File: src/rtl/wave_seq_pkg.sv
// Shared types and default sizing for the waveform phase sequencer.
package wave_seq_pkg;

  localparam int NUM_PHASES_DEF = 4;
  localparam int DWELL_W_DEF    = 16;
  localparam int LOOP_W_DEF     = 8;

  typedef enum logic [1:0] {
    IDLE = 2'd0,
    LOAD = 2'd1,
    RUN  = 2'd2,
    DONE = 2'd3
  } seq_state_e;

endpackage

File: src/rtl/wave_dwell_counter.sv
// Loadable down-counter that times how many accepted samples a phase still owes.
module wave_dwell_counter
  import wave_seq_pkg::*;
#(
  parameter int DWELL_W = DWELL_W_DEF
) (
  input  logic               clk,
  input  logic               reset,
  input  logic               load,
  input  logic               en,
  input  logic [DWELL_W-1:0] value,
  output logic               is_one
);

  logic [DWELL_W-1:0] cnt_r;

  // Load wins over decrement; the count holds when neither is asserted.
  always_ff @(posedge clk) begin
    if (reset) begin
      cnt_r <= {DWELL_W{1'b0}};
    end else if (load) begin
      cnt_r <= value;
    end else if (en) begin
      cnt_r <= cnt_r - DWELL_W'(1);
    end else begin
      cnt_r <= cnt_r;
    end
  end

  assign is_one = (cnt_r == DWELL_W'(1));

endmodule

File: src/rtl/wave_phase_sequencer.sv
// Steps the generator bank through programmed phases, each enabled for a fixed
// number of accepted sample cycles, repeating for a programmed number of passes.
module wave_phase_sequencer
  import wave_seq_pkg::*;
#(
  parameter int NUM_PHASES = NUM_PHASES_DEF,
  parameter int DWELL_W    = DWELL_W_DEF,
  parameter int LOOP_W     = LOOP_W_DEF
) (
  input  logic                          clk,
  input  logic                          reset,
  input  logic                          start,
  input  logic                          abort,
  input  logic [NUM_PHASES*DWELL_W-1:0] cfg_dwell,
  input  logic [LOOP_W-1:0]             cfg_loops,
  input  logic                          cap_ready,
  output logic                          busy,
  output logic [$clog2(NUM_PHASES)-1:0] phase_sel,
  output logic                          gen_en,
  output logic                          phase_first,
  output logic [LOOP_W-1:0]             loop_idx,
  output logic                          done,
  output logic                          done_abort
);

  localparam int PHASE_W = $clog2(NUM_PHASES);

  seq_state_e                         state_r, state_s;
  logic [PHASE_W-1:0]                 phase_sel_r, phase_s;
  logic [LOOP_W-1:0]                  loop_idx_r, loop_s, loop_inc_s;
  logic [NUM_PHASES-1:0][DWELL_W-1:0] dwell_snap_r;
  logic [LOOP_W-1:0]                  loops_snap_r;
  logic [DWELL_W-1:0]                 cur_dwell_s;
  logic                               phase_first_r, done_r, done_abort_r;
  logic                               snap_s, cnt_load_s, cnt_en_s, cnt_is_one_s;
  logic                               advance_s, abort_hit_s;

  assign cur_dwell_s = dwell_snap_r[phase_sel_r];
  assign loop_inc_s  = loop_idx_r + LOOP_W'(1);

  wave_dwell_counter #(.DWELL_W(DWELL_W)) u_dwell (
    .clk    (clk),
    .reset  (reset),
    .load   (cnt_load_s),
    .en     (cnt_en_s),
    .value  (cur_dwell_s),
    .is_one (cnt_is_one_s)
  );

  // Next-state, phase/pass stepping and counter control.
  always_comb begin
    state_s     = state_r;
    phase_s     = phase_sel_r;
    loop_s      = loop_idx_r;
    snap_s      = 1'b0;
    cnt_load_s  = 1'b0;
    cnt_en_s    = 1'b0;
    advance_s   = 1'b0;
    abort_hit_s = 1'b0;
    case (state_r)
      IDLE: begin
        if (start && !abort) begin
          state_s = LOAD;
          snap_s  = 1'b1;
          phase_s = {PHASE_W{1'b0}};
          loop_s  = {LOOP_W{1'b0}};
        end else begin
          state_s = IDLE;
        end
      end
      LOAD: begin
        if (abort) begin
          state_s     = DONE;
          abort_hit_s = 1'b1;
        end else begin
          cnt_load_s = 1'b1;
          // A zero dwell skips the slot without spending a RUN cycle.
          if (cur_dwell_s != {DWELL_W{1'b0}}) begin
            state_s = RUN;
          end else begin
            advance_s = 1'b1;
          end
        end
      end
      RUN: begin
        if (abort) begin
          state_s     = DONE;
          abort_hit_s = 1'b1;
        end else if (cap_ready) begin
          cnt_en_s  = 1'b1;
          advance_s = cnt_is_one_s;
        end else begin
          cnt_en_s = 1'b0;
        end
      end
      DONE: begin
        state_s = IDLE;
      end
      default: begin
        state_s = IDLE;
      end
    endcase

    if (advance_s) begin
      if (phase_sel_r < PHASE_W'(NUM_PHASES - 1)) begin
        phase_s = phase_sel_r + PHASE_W'(1);
        state_s = LOAD;
      end else begin
        phase_s = {PHASE_W{1'b0}};
        loop_s  = loop_inc_s;
        // A zero loop count never terminates; loop_idx simply wraps.
        if ((loops_snap_r != {LOOP_W{1'b0}}) && (loop_inc_s == loops_snap_r)) begin
          state_s = DONE;
        end else begin
          state_s = LOAD;
        end
      end
    end else begin
      phase_s = phase_s;
    end
  end

  // State, phase, pass and configuration snapshot registers.
  always_ff @(posedge clk) begin
    if (reset) begin
      state_r      <= IDLE;
      phase_sel_r  <= {PHASE_W{1'b0}};
      loop_idx_r   <= {LOOP_W{1'b0}};
      dwell_snap_r <= {(NUM_PHASES*DWELL_W){1'b0}};
      loops_snap_r <= {LOOP_W{1'b0}};
    end else begin
      state_r     <= state_s;
      phase_sel_r <= phase_s;
      loop_idx_r  <= loop_s;
      if (snap_s) begin
        dwell_snap_r <= cfg_dwell;
        loops_snap_r <= cfg_loops;
      end else begin
        dwell_snap_r <= dwell_snap_r;
        loops_snap_r <= loops_snap_r;
      end
    end
  end

  // Registered pulse outputs, aligned with the state they describe.
  always_ff @(posedge clk) begin
    if (reset) begin
      phase_first_r <= 1'b0;
      done_r        <= 1'b0;
      done_abort_r  <= 1'b0;
    end else begin
      phase_first_r <= (state_r == LOAD) && (state_s == RUN);
      done_r        <= (state_s == DONE);
      done_abort_r  <= abort_hit_s;
    end
  end

  assign busy        = (state_r != IDLE);
  assign phase_sel   = phase_sel_r;
  assign loop_idx    = loop_idx_r;
  assign phase_first = phase_first_r;
  assign done        = done_r;
  assign done_abort  = done_abort_r;
  assign gen_en      = (state_r == RUN) && cap_ready && !abort;

endmodule

File: config.mk
export PLATFORM = sky130hd
export DESIGN_NAME = wave_phase_sequencer
export DESIGN_NICKNAME = d
export VERILOG_FILES = /design/src/rtl/wave_seq_pkg.sv /design/src/rtl/wave_dwell_counter.sv /design/src/rtl/wave_phase_sequencer.sv
export SDC_FILE = /design/constraint.sdc
export NUM_CORES = 1
export LEC_CHECK = 0
export BUFFER_PORTS_ARGS = -buffer_cell sky130_fd_sc_hd__clkbuf_2
export CORE_MARGIN = 8
export CORE_UTILIZATION = 60
export DETAILED_ROUTE_END_ITERATION = 8
export GPL_TIMING_DRIVEN = 0
export PLACE_DENSITY_LB_ADDON = 0.1
export SYNTH_ARGS = -nofsm -noshare
export SYNTH_HDL_FRONTEND = slang
export SYNTH_HIERARCHICAL = 1
export SYNTH_SLANG_ARGS = --single-unit
File: constraint.sdc
create_clock -name clk -period 4 [get_ports clk]
set_clock_uncertainty 0.15 [all_clocks]
set_input_delay 0.4 -clock clk [delete_from_list [all_inputs] [get_ports clk]]
set_output_delay 0.4 -clock clk [all_outputs]
set_load 0.05 [all_outputs]
==> metrics, run 1 <==
vias per inst 5.69; Worst-path clk slew 100 ps; Synth area leader dfxtp_1; global-route wire length before repair 21,400 um; Final setup viols 0; root buf cell clkbuf_8; Slew HR approximately three fifths; reg2reg start phase_sel[1]$_SDFFE_PP0P_; slack of the worst reg-to-reg path 900 ps; asr flop ratio synth 0%; Worst Path Required 4160 ps; Post-CTS Hold Fix Bufs 0; row count 32; Max Freq 323 MHz; Worst Hold Class in2reg; Slowest Stage Delay on Critical Path a little over 400 ps; Post-synth EDFFs 0; fin nets ~750; area grow syn2layout 16.2%; I/O Pins 92; DRC errors left 0; WP buf/inv 3; effective utilization at floorplan 62.2%; ys flop type dfxtp_1; Port Buffers 90; gr ovfl total 0; Fin. Hold Viols 0; largest net degree at the start of global routing 19; H-tree lvl count 3; post-route ant nets 0; Worst R2R Path Depth 9; WP data arrival ~3300 ps; slowest CP cell mux4_1; Hold Path Cell Cnt 3; Hold Path End dwell_snap_r[45]$_SDFFE_PP0P_; n_diodes 0; syn_area_per_cell approximately 8.6 um^2; Cells after Synth 560; register area share after synthesis 42.7%; hpwl dp roughly 10000 um; power per cell area approximately 360 nW/um^2; 1st-pass router iterations 8; Slew Viols, Final 0; worst slew pin tran 596 ps; RSZ-0062 raised after global routing false; die area about 11,000 um^2; critical path cell sequence buf_2 -> buf_2 -> mux4_1 -> nor4_1 -> nand4_2 -> o21ai_2 -> buf_6 -> mux2_1 -> nor2_1; hold path startpoint cfg_dwell[45]; TritonCTS clock tree done; Post-Syn Nets roughly 650; Max FO, Critical Path 10; Synth Register Bits 103; Total Wirelength 13,000 um; Crit path top cell by count buf_2; clock network latency to the later pin of the worst-skew pair 380 ps; post-route setup TNS 0 ps; Warnings, synthesis 6; gr usage total 23.7%; Area contributors post-synth dfxtp_1, nand2_1, a21oi_1; CTS Sinks 103; Vias 4,368; Inserted Clock Buffers 9; number of antenna violations at the first check in global routing 0; DIE WIDTH 106 um; WL per Instance roughly 17 um; crit share post-route approximately 77%; commonest cells in the netlist nand2_1, dfxtp_1, a21oi_1; Max-cap violations 0; most frequent cell after synthesis nand2_1; Die H between 100 and 150 um; share of post-route cells with drive strength above 1 between 20% and 30%; R2R Path End loop_idx[5]$_SDFF_PP0_; CTS max path bufs 2; Synth top area share 42.7%; outcome finished clean; CP Class reg2reg; CORE AREA 7770 um^2; post-layout util 72.2%; Worst path top cell family by delay buffers and inverters; static leakage between 2 and 2.5 nW; Final GP Congestion 0.888; CP endpoint kind flip-flop; CP startpoint kind flip-flop; Post-Syn Area between 4000 and 5000 um^2; Post-CTS Setup Bufs 0; final worst path period need ~3100 ps; worst IR drop on VDD 214 uV; post_cts resized 0; DR iter-0 viols 280; vias in the first global route 4,500; count of cell types in the netlist 55
==> metal layers <==
layer	vias up	part of all wire, %	wire length (um)	global-route usage (%)
met5	-	0	0	0
met2	177	48	6270	40.1
li1	2128	-	-	-
met4	0	2.3	305	7.94
met3	31	6.7	870	5.42
met1	2032	43	5550	29.1
==> layout make-up <==
type	count	area (um^2)
clock inverters	6	75.1
fillers	644	2160
inverters	8	30.0
plain buffers	39	181
multi-input cells	410	2560
repair buffers	90	450
clock buffers	10	128
well taps	102	128
flip-flops and latches	103	2060
==> through the flow <==
stage               hold slack (ps)  instances  area [um^2]  power, mW  worst slack, ps
global placement                288        752         5410       1.32             1010
finish                         80.4        768         5610       1.99              903
CTS                            68.5        768         5610       1.99              914
global route                   78.9        768         5610       2.07              754
detailed placement              296        752         5410       1.33              944
floorplan                       282        560         4830       1.24             1040
==> placed cells by master, fill, tap and decap left out, types with 9 or more instances in the layout <==
master,netlist,routed
a21oi_1,86,86
clkbuf_1,30,31
clkbuf_2,0,90
clkbuf_8,0,9
dfxtp_1,103,103
mux4_2,10,10
nand2_1,165,165
nor2_1,25,25
xnor2_1,13,13
==> state kept, by name, indices dropped and copies added, names as in the netlist, 2 cells and up <==
| signal | count |
|---|---|
| state_r | 2 |
| loops_snap_r | 8 |
| phase_sel | 2 |
| dwell_snap_r | 64 |
| loop_idx | 8 |
| u_dwell/cnt_r | 16 |
==> worst min-delay path: stages <==
cell      delay (ps)
clkbuf_2          80
nand2_1           40
a21oi_1           50
==> logic make-up after synthesis <==
group | Yosys count | share of synthesized area [%]
flip-flops | 103 | 42.7
AO/OA/AOI/OAI | 109 | 12.8
adder cells (fa/ha/maj) | 8 | 2.07
AND/OR/NAND/NOR | 248 | 24.0
buffers and inverters | 47 | 4.38
multiplexers | 22 | 9.27
XOR/XNOR | 23 | 4.77
==> worst max path at each step <==
stage / slack (ps) / end / cells after the start / startpoint
floorplan: 1040 / loop_idx[4]$_SDFF_PP0_ / 9 / phase_sel[0]$_SDFFE_PP0P_
CTS: 910 / loop_idx[5]$_SDFF_PP0_ / 9 / phase_sel[1]$_SDFFE_PP0P_
global route: 750 / loop_idx[4]$_SDFF_PP0_ / 9 / phase_sel[1]$_SDFFE_PP0P_
global placement: 1010 / loop_idx[4]$_SDFF_PP0_ / 9 / phase_sel[1]$_SDFFE_PP0P_
detailed placement: 940 / loop_idx[5]$_SDFF_PP0_ / 9 / phase_sel[1]$_SDFFE_PP0P_
finish: 900 / loop_idx[5]$_SDFF_PP0_ / 9 / phase_sel[1]$_SDFFE_PP0P_
==> power by group <==
| group | switching [mW] | internal, mW | total [mW] |
|---|---|---|---|
| clock | 0.380 | 0.301 | 0.681 |
| sequential | 0.0239 | 1.06 | 1.09 |
| combinational | 0.134 | 0.0899 | 0.224 |
Power figures use the tool's default switching activity.
==> run 2, diff against run 1 <==
--- a/config.mk
+++ b/config.mk
@@ -7,7 +7,7 @@
 export LEC_CHECK = 0
 export BUFFER_PORTS_ARGS = -buffer_cell sky130_fd_sc_hd__clkbuf_2
 export CORE_MARGIN = 8
-export CORE_UTILIZATION = 60
+export CORE_UTILIZATION = 50
 export DETAILED_ROUTE_END_ITERATION = 8
 export GPL_TIMING_DRIVEN = 0
 export PLACE_DENSITY_LB_ADDON = 0.1
==> constraint.sdc (replaced) <==
create_clock -name clk -period 2.8 [get_ports clk]
set_clock_uncertainty 0.15 [all_clocks]
set_input_delay 0.28 -clock clk [delete_from_list [all_inputs] [get_ports clk]]
set_output_delay 0.28 -clock clk [all_outputs]
set_load 0.05 [all_outputs]
==> run 2 against run 1 <==
Worst hold slack worse by 70 ps. Fmax is 14% higher. Cell count is 14% higher. Setup slack worse by 820 ps. Power is 54% higher. Combinational power is 85% higher. Sequential share of layout area is 5.1 points lower. Design area is 16% higher. Count of clock-buffer cells in the layout stayed put. Routed wire length is 13% higher. Critical endpoint unchanged. Highest routed layer unchanged.
==> metrics, run 2 (synthesis results as in run 1) <==
outcome finished clean (unchanged); cell internal pwr 2.31 mW (was 1.46 mW); DIE WIDTH 114 um (was 106 um); Die H 114 um (was 106 um); met2 GRT Util 39.0% (was 40.1%); Final GP Congestion 0.846 (was 0.888); CP startpoint kind flip-flop (unchanged); WL per Instance 16.7 um (was 16.9 um); number of flip-flops in the largest register 64 (unchanged); Most flops, register dwell_snap_r (unchanged); placed instance count 783 (was 752); commonest non-fill, non-tap cell in the layout nand2_1 (unchanged); Worst Path Required 2960 ps (was 4160 ps); row count 36 (was 32); hpwl dp 10,000 um (was 9740 um); effective utilization at floorplan 50.4% (was 62.2%); register share of total power 50.7% (was 54.6%); vias per inst 5.31 (was 5.69); slowest CP cell mux4_2 (was mux4_1); 1st-pass router iterations 5 (was 8); Sw Ratio 24.6% (was 27.0%); fin nets 824 (was 746); WHS 10.8 ps (was 80.4 ps); Max Freq 368 MHz (was 323 MHz); Fin. Hold Viols 0 (unchanged); WP buf/inv 4 (was 3); clock network latency to the later pin of the worst-skew pair 370 ps (was 380 ps); n_diodes 0 (unchanged); total chip power 3.07 mW (was 1.99 mW); CORE AREA 9590 um^2 (was 7770 um^2); Regs by FF count dwell_snap_r x64, u_dwell/cnt_r x16 (unchanged); DR iter-0 viols 368 (was 280); post-layout util 68.0% (was 72.2%); final worst path period need 2720 ps (was 3100 ps); largest net degree at the start of global routing 17 (was 19); vias in the first global route 4,689 (was 4,500); Final setup viols 0 (unchanged); non-filler instance count after layout 877 (was 768); post-route setup TNS 0 ps (unchanged); CP Class reg2reg (unchanged); busiest grt layer met2 (unchanged); Slew Viols, Final 0 (unchanged); post-route ant nets 0 (unchanged); Max FO, Critical Path 5 (was 10); TritonCTS clock tree done (unchanged); crit share post-route 97.2% (was 77.4%); Vias 4,660 (was 4,368); CP endpoint kind flip-flop (unchanged); Inserted Clock Buffers 9 (unchanged); power per cell area 470 nW/um^2 (was 355 nW/um^2); worst slew pin tran 594 ps (was 596 ps); die area 13,100 um^2 (was 11,200 um^2); dpl cell area 5450 um^2 (was 5410 um^2); DRC errors left 0 (unchanged); number of antenna violations at the first check in global routing 0 (unchanged); Final Cell Area 6530 um^2 (was 5610 um^2); CTS max path bufs 2 (unchanged); I/O Pins 92 (unchanged); clock share of power 35.8% (was 34.2%); worst setup margin 79.0 ps (was 903 ps); H-tree lvl count 3 (unchanged); pre-CTS setup slack -282 ps (was 944 ps); Worst Hold Class in2reg (unchanged); Max-cap violations 0 (unchanged); Port Buffers 90 (unchanged); Slew HR 60.4% (was 59.9%); gr ovfl total 0 (unchanged); met1 Use GR 28.1% (was 29.1%); global-route wire length before repair 23,400 um (was 21,400 um); root buf cell clkbuf_8 (unchanged); Slowest Stage Delay on Critical Path 560 ps (was 410 ps); Logic pwr share 13.5% (was 11.2%); gr usage total 22.9% (was 23.7%); met3 Use GR 4.48% (was 5.42%); Total Wirelength 14,700 um (was 13,000 um); Worst path top cell family by delay multiplexers (was buffers and inverters); area grow syn2layout 35.1% (was 16.2%); Worst-path clk slew 100 ps (about the same); most frequent cells in the layout nand2_1, dfxtp_1, clkbuf_2 (unchanged); P_sw 0.754 mW (was 0.538 mW); WP data arrival 2880 ps (was 3250 ps); worst IR drop on VDD 295 uV (was 214 uV); static leakage 2.54 nW (was 2.16 nW); critical path cell sequence clkbuf_16 -> clkbuf_16 -> mux4_2 -> nor4_4 -> nand4_2 -> buf_6 -> o21ai_4 -> buf_6 -> mux2_4 -> nor2_1 (was buf_2 -> buf_2 -> mux4_1 -> nor4_1 -> nand4_2 -> o21ai_2 -> buf_6 -> mux2_1 -> nor2_1); CTS Sinks 103 (unchanged); share of post-route cells with drive strength above 1 21.5% (was 20.3%)
-- run 2: cell types whose count changed in the layout (fill, tap and decap cells not counted), moves of 3 or more --
cell,delta
buf_4,+8
dlygate4sd3_1,+66
inv_6,-3
mux4_1,-5
mux4_2,+5
nor4_4,+3
-- run 2: cell type report --
class,count,area [um^2]
buffer,39,201
clock buffer,10,128
clock inverter,6,109
fill,813,3070
inverter,8,30.0
multi-input combinational,410,2590
sequential,103,2070
tap,133,166
timing repair buffer,168,1240
-- run 2: worst paths after layout --
kind	from	end	slack [ps]	depth (start not counted)
min reg2reg	dwell_snap_r[43]$_SDFFE_PP0P_	dwell_snap_r[43]$_SDFFE_PP0P_	310	2
min	cfg_dwell[61]	dwell_snap_r[61]$_SDFFE_PP0P_	10	3
max reg2reg	phase_sel[0]$_SDFFE_PP0P_	loop_idx[5]$_SDFF_PP0_	80	10
max	phase_sel[0]$_SDFFE_PP0P_	loop_idx[5]$_SDFF_PP0_	80	10
-- run 2: power by group through the flow --
stage | logic [mW] | clock network [mW] | registers [mW]
2_1_floorplan | 0.195 | 0 | 1.58
3_3_place_gp | 0.309 | 0 | 1.59
3_5_place_dp | 0.315 | 0 | 1.59
4_1_cts | 0.396 | 1.12 | 1.55
5_1_grt | 0.453 | 1.19 | 1.56
6_report | 0.415 | 1.10 | 1.55
-- run 2: worst reg2reg max path: cells and delay by family, from the launching register on --
family          cells  cell delay (ps)
mux                 2              860
compound gates      1              200
simple gates        3              440
buf+inv             4              610
flops               1              390
-- run 2: routing by layer --
| layer | part of all wire (%) | vias up |
|---|---|---|
| li1 | - | 2282 |
| met1 | 43 | 2208 |
| met2 | 49 | 148 |
| met3 | 5.9 | 22 |
| met4 | 2.1 | 0 |
| met5 | 0 | - |
-- run 2: repair_timing --
action	4_1_cts	5_1_grt
gates cloned	0	3
hold buffers	64	2
endpoints found under the setup margin	15	23
hold endpoints to repair	64	2
buffers inserted	4	5
gates resized for setup	7	16
pin swaps	3	3
==> run 3, diff against run 2 <==
==> constraint.sdc (replaced) <==
create_clock -name clk -period 2.8 [get_ports clk]
set_clock_uncertainty 0.15 [all_clocks]
set_input_delay 0 -clock clk [delete_from_list [all_inputs] [get_ports clk]]
set_output_delay 0 -clock clk [all_outputs]
set_load 0.05 [all_outputs]
==> run 3 against run 2 <==
Sequential power about the same. Global-route usage increased by 0.33 points. Flip-flop and latch count unchanged. Largest cell class unchanged. Critical path type unchanged. Critical endpoint unchanged. Largest power group unchanged.
==> metrics, run 3 (synthesis results as in run 1) <==
outcome finished clean (unchanged); global-route wire length before repair 23,700 um (was 23,400 um); CP endpoint kind flip-flop (unchanged); Sw Ratio 24.8% (was 24.6%); CP Class reg2reg (unchanged); clock share of power 35.8% (about the same); Worst Path Required 2960 ps (about the same); Max FO, Critical Path 5 (unchanged); effective utilization at floorplan 50.4% (unchanged); WL per Instance 16.8 um (was 16.7 um); register share of total power 50.4% (was 50.7%); critical path cell sequence clkbuf_16 -> clkbuf_16 -> mux4_2 -> nor4_4 -> nand4_2 -> buf_6 -> o21ai_4 -> buf_6 -> mux2_4 -> nor2_1 (unchanged); Max-cap violations 0 (unchanged); WP buf/inv 4 (unchanged); worst slew pin tran 611 ps (was 594 ps); P_sw 0.765 mW (was 0.754 mW); CTS Sinks 103 (unchanged); root buf cell clkbuf_8 (unchanged); Total Wirelength 14,800 um (was 14,700 um); Slowest Stage Delay on Critical Path 560 ps (about the same); Final GP Congestion 0.846 (unchanged); area grow syn2layout 37.0% (was 35.1%); CTS max path bufs 2 (unchanged); DRC errors left 0 (unchanged); crit share post-route 96.9% (was 97.2%); final worst path period need 2710 ps (was 2720 ps); Vias 4,675 (was 4,660); 1st-pass router iterations 5 (unchanged); row count 36 (unchanged); WP data arrival 2870 ps (was 2880 ps); worst IR drop on VDD 297 uV (was 295 uV); post-route ant nets 0 (unchanged); Inserted Clock Buffers 9 (unchanged); share of post-route cells with drive strength above 1 21.2% (was 21.5%); Register Area 2070 um^2 (unchanged); number of antenna violations at the first check in global routing 0 (unchanged); TritonCTS clock tree done (unchanged); Die H 114 um (unchanged); die area 13,100 um^2 (unchanged); gr usage total 23.2% (was 22.9%); Final setup viols 0 (unchanged); hpwl dp 10,000 um (unchanged); static leakage 2.57 nW (was 2.54 nW); Slew Viols, Final 0 (unchanged); clock network latency to the later pin of the worst-skew pair 370 ps (about the same); Worst path top cell family by delay multiplexers (unchanged); vias per inst 5.28 (was 5.31); DIE WIDTH 114 um (unchanged); number of flip-flops in the largest register 64 (unchanged); fin nets 833 (was 824); pre-CTS setup slack -282 ps (unchanged); cell internal pwr 2.32 mW (was 2.31 mW); largest net degree at the start of global routing 17 (unchanged); Worst Hold Class in2reg (unchanged); Port Buffers 90 (unchanged); Worst-path clk slew 100 ps (about the same); I/O Pins 92 (unchanged); DR iter-0 viols 367 (was 368); Multi-input gate area 2590 um^2 (unchanged); power per cell area 466 nW/um^2 (was 470 nW/um^2); H-tree lvl count 3 (unchanged); gr ovfl total 0 (unchanged); number of fill cells 795 (was 813); CP startpoint kind flip-flop (unchanged); CORE AREA 9590 um^2 (unchanged); Regs by FF count dwell_snap_r x64, u_dwell/cnt_r x16 (unchanged); n_diodes 0 (unchanged); Slew HR 59.3% (was 60.4%); most frequent cells in the layout nand2_1, dfxtp_1, clkbuf_2 (unchanged); Fin. Hold Viols 0 (unchanged); vias in the first global route 4,710 (was 4,689); commonest non-fill, non-tap cell in the layout nand2_1 (unchanged); Most flops, register dwell_snap_r (unchanged); worst setup margin 87.2 ps (was 79.0 ps); Logic pwr share 13.8% (was 13.5%); total chip power 3.09 mW (was 3.07 mW); slowest CP cell mux4_2 (unchanged); Max Freq 369 MHz (was 368 MHz)
## run 3: layout make-up
type	instances	area share [%]
plain buffers	39	3.04
clock buffers	10	1.93
clock inverters	6	1.64
inverters	8	0.454
multi-input cells	410	39.1
flip-flops and latches	103	31.2
well taps	133	2.51
repair buffers	177	20.1
## run 3: timing repair
item	CTS	global route
buffers inserted	4	5
hold endpoints to repair	80	0
pin swaps	3	3
cloned	0	3
setup endpoints to repair	15	23
hold buffers	75	0
gates resized for setup	7	16
## run 3: path summary, 6_finish.rpt
check | from | depth (start not counted) | endpoint | slack, ps
worst max-delay path | phase_sel[0]$_SDFFE_PP0P_ | 10 | loop_idx[5]$_SDFF_PP0_ | 90
worst max register to register | phase_sel[0]$_SDFFE_PP0P_ | 10 | loop_idx[5]$_SDFF_PP0_ | 90
worst min register to register | dwell_snap_r[40]$_SDFFE_PP0P_ | 2 | dwell_snap_r[40]$_SDFFE_PP0P_ | 310
worst min-delay path | cap_ready | 6 | u_dwell/cnt_r[0]$_SDFFE_PP0P_ | 40
## run 3: routing by layer
metal,global-route usage [%],wire length [um]
met1,28.3,6390
met2,40.5,7460
met3,4.48,823
met4,6.57,171
met5,0,0
## run 3: power by group through the flow
stage,logic [mW],registers (mW),clock network [mW]
after floorplan,0.195,1.58,0
after global placement,0.309,1.59,0
after detailed placement,0.315,1.59,0
after CTS,0.408,1.55,1.12
after global routing,0.463,1.56,1.19
final,0.426,1.55,1.11
## run 3: through the flow
stage | hold WS (ps) | instances | TNS, ps | instance area, um^2 | util [%]
4_1_cts | 62.2 | 878 | 0 | 6490 | 67.7
6_report | 37.4 | 886 | 0 | 6620 | 69.0
2_1_floorplan | -77.9 | 560 | 0 | 4830 | -
5_1_grt | 79.9 | 886 | -27.9 | 6620 | 69.0
3_3_place_gp | 74.0 | 783 | -817 | 5450 | 56.8
3_5_place_dp | 80.6 | 783 | -1980 | 5450 | 56.8
## run 3: tightest hold or removal path, stage by stage
cell and delay [ps]:
clkbuf_2 80, nand2_1 90, nor2_2 80, xor2_1 140
nand2_1 60, a21oi_1 60
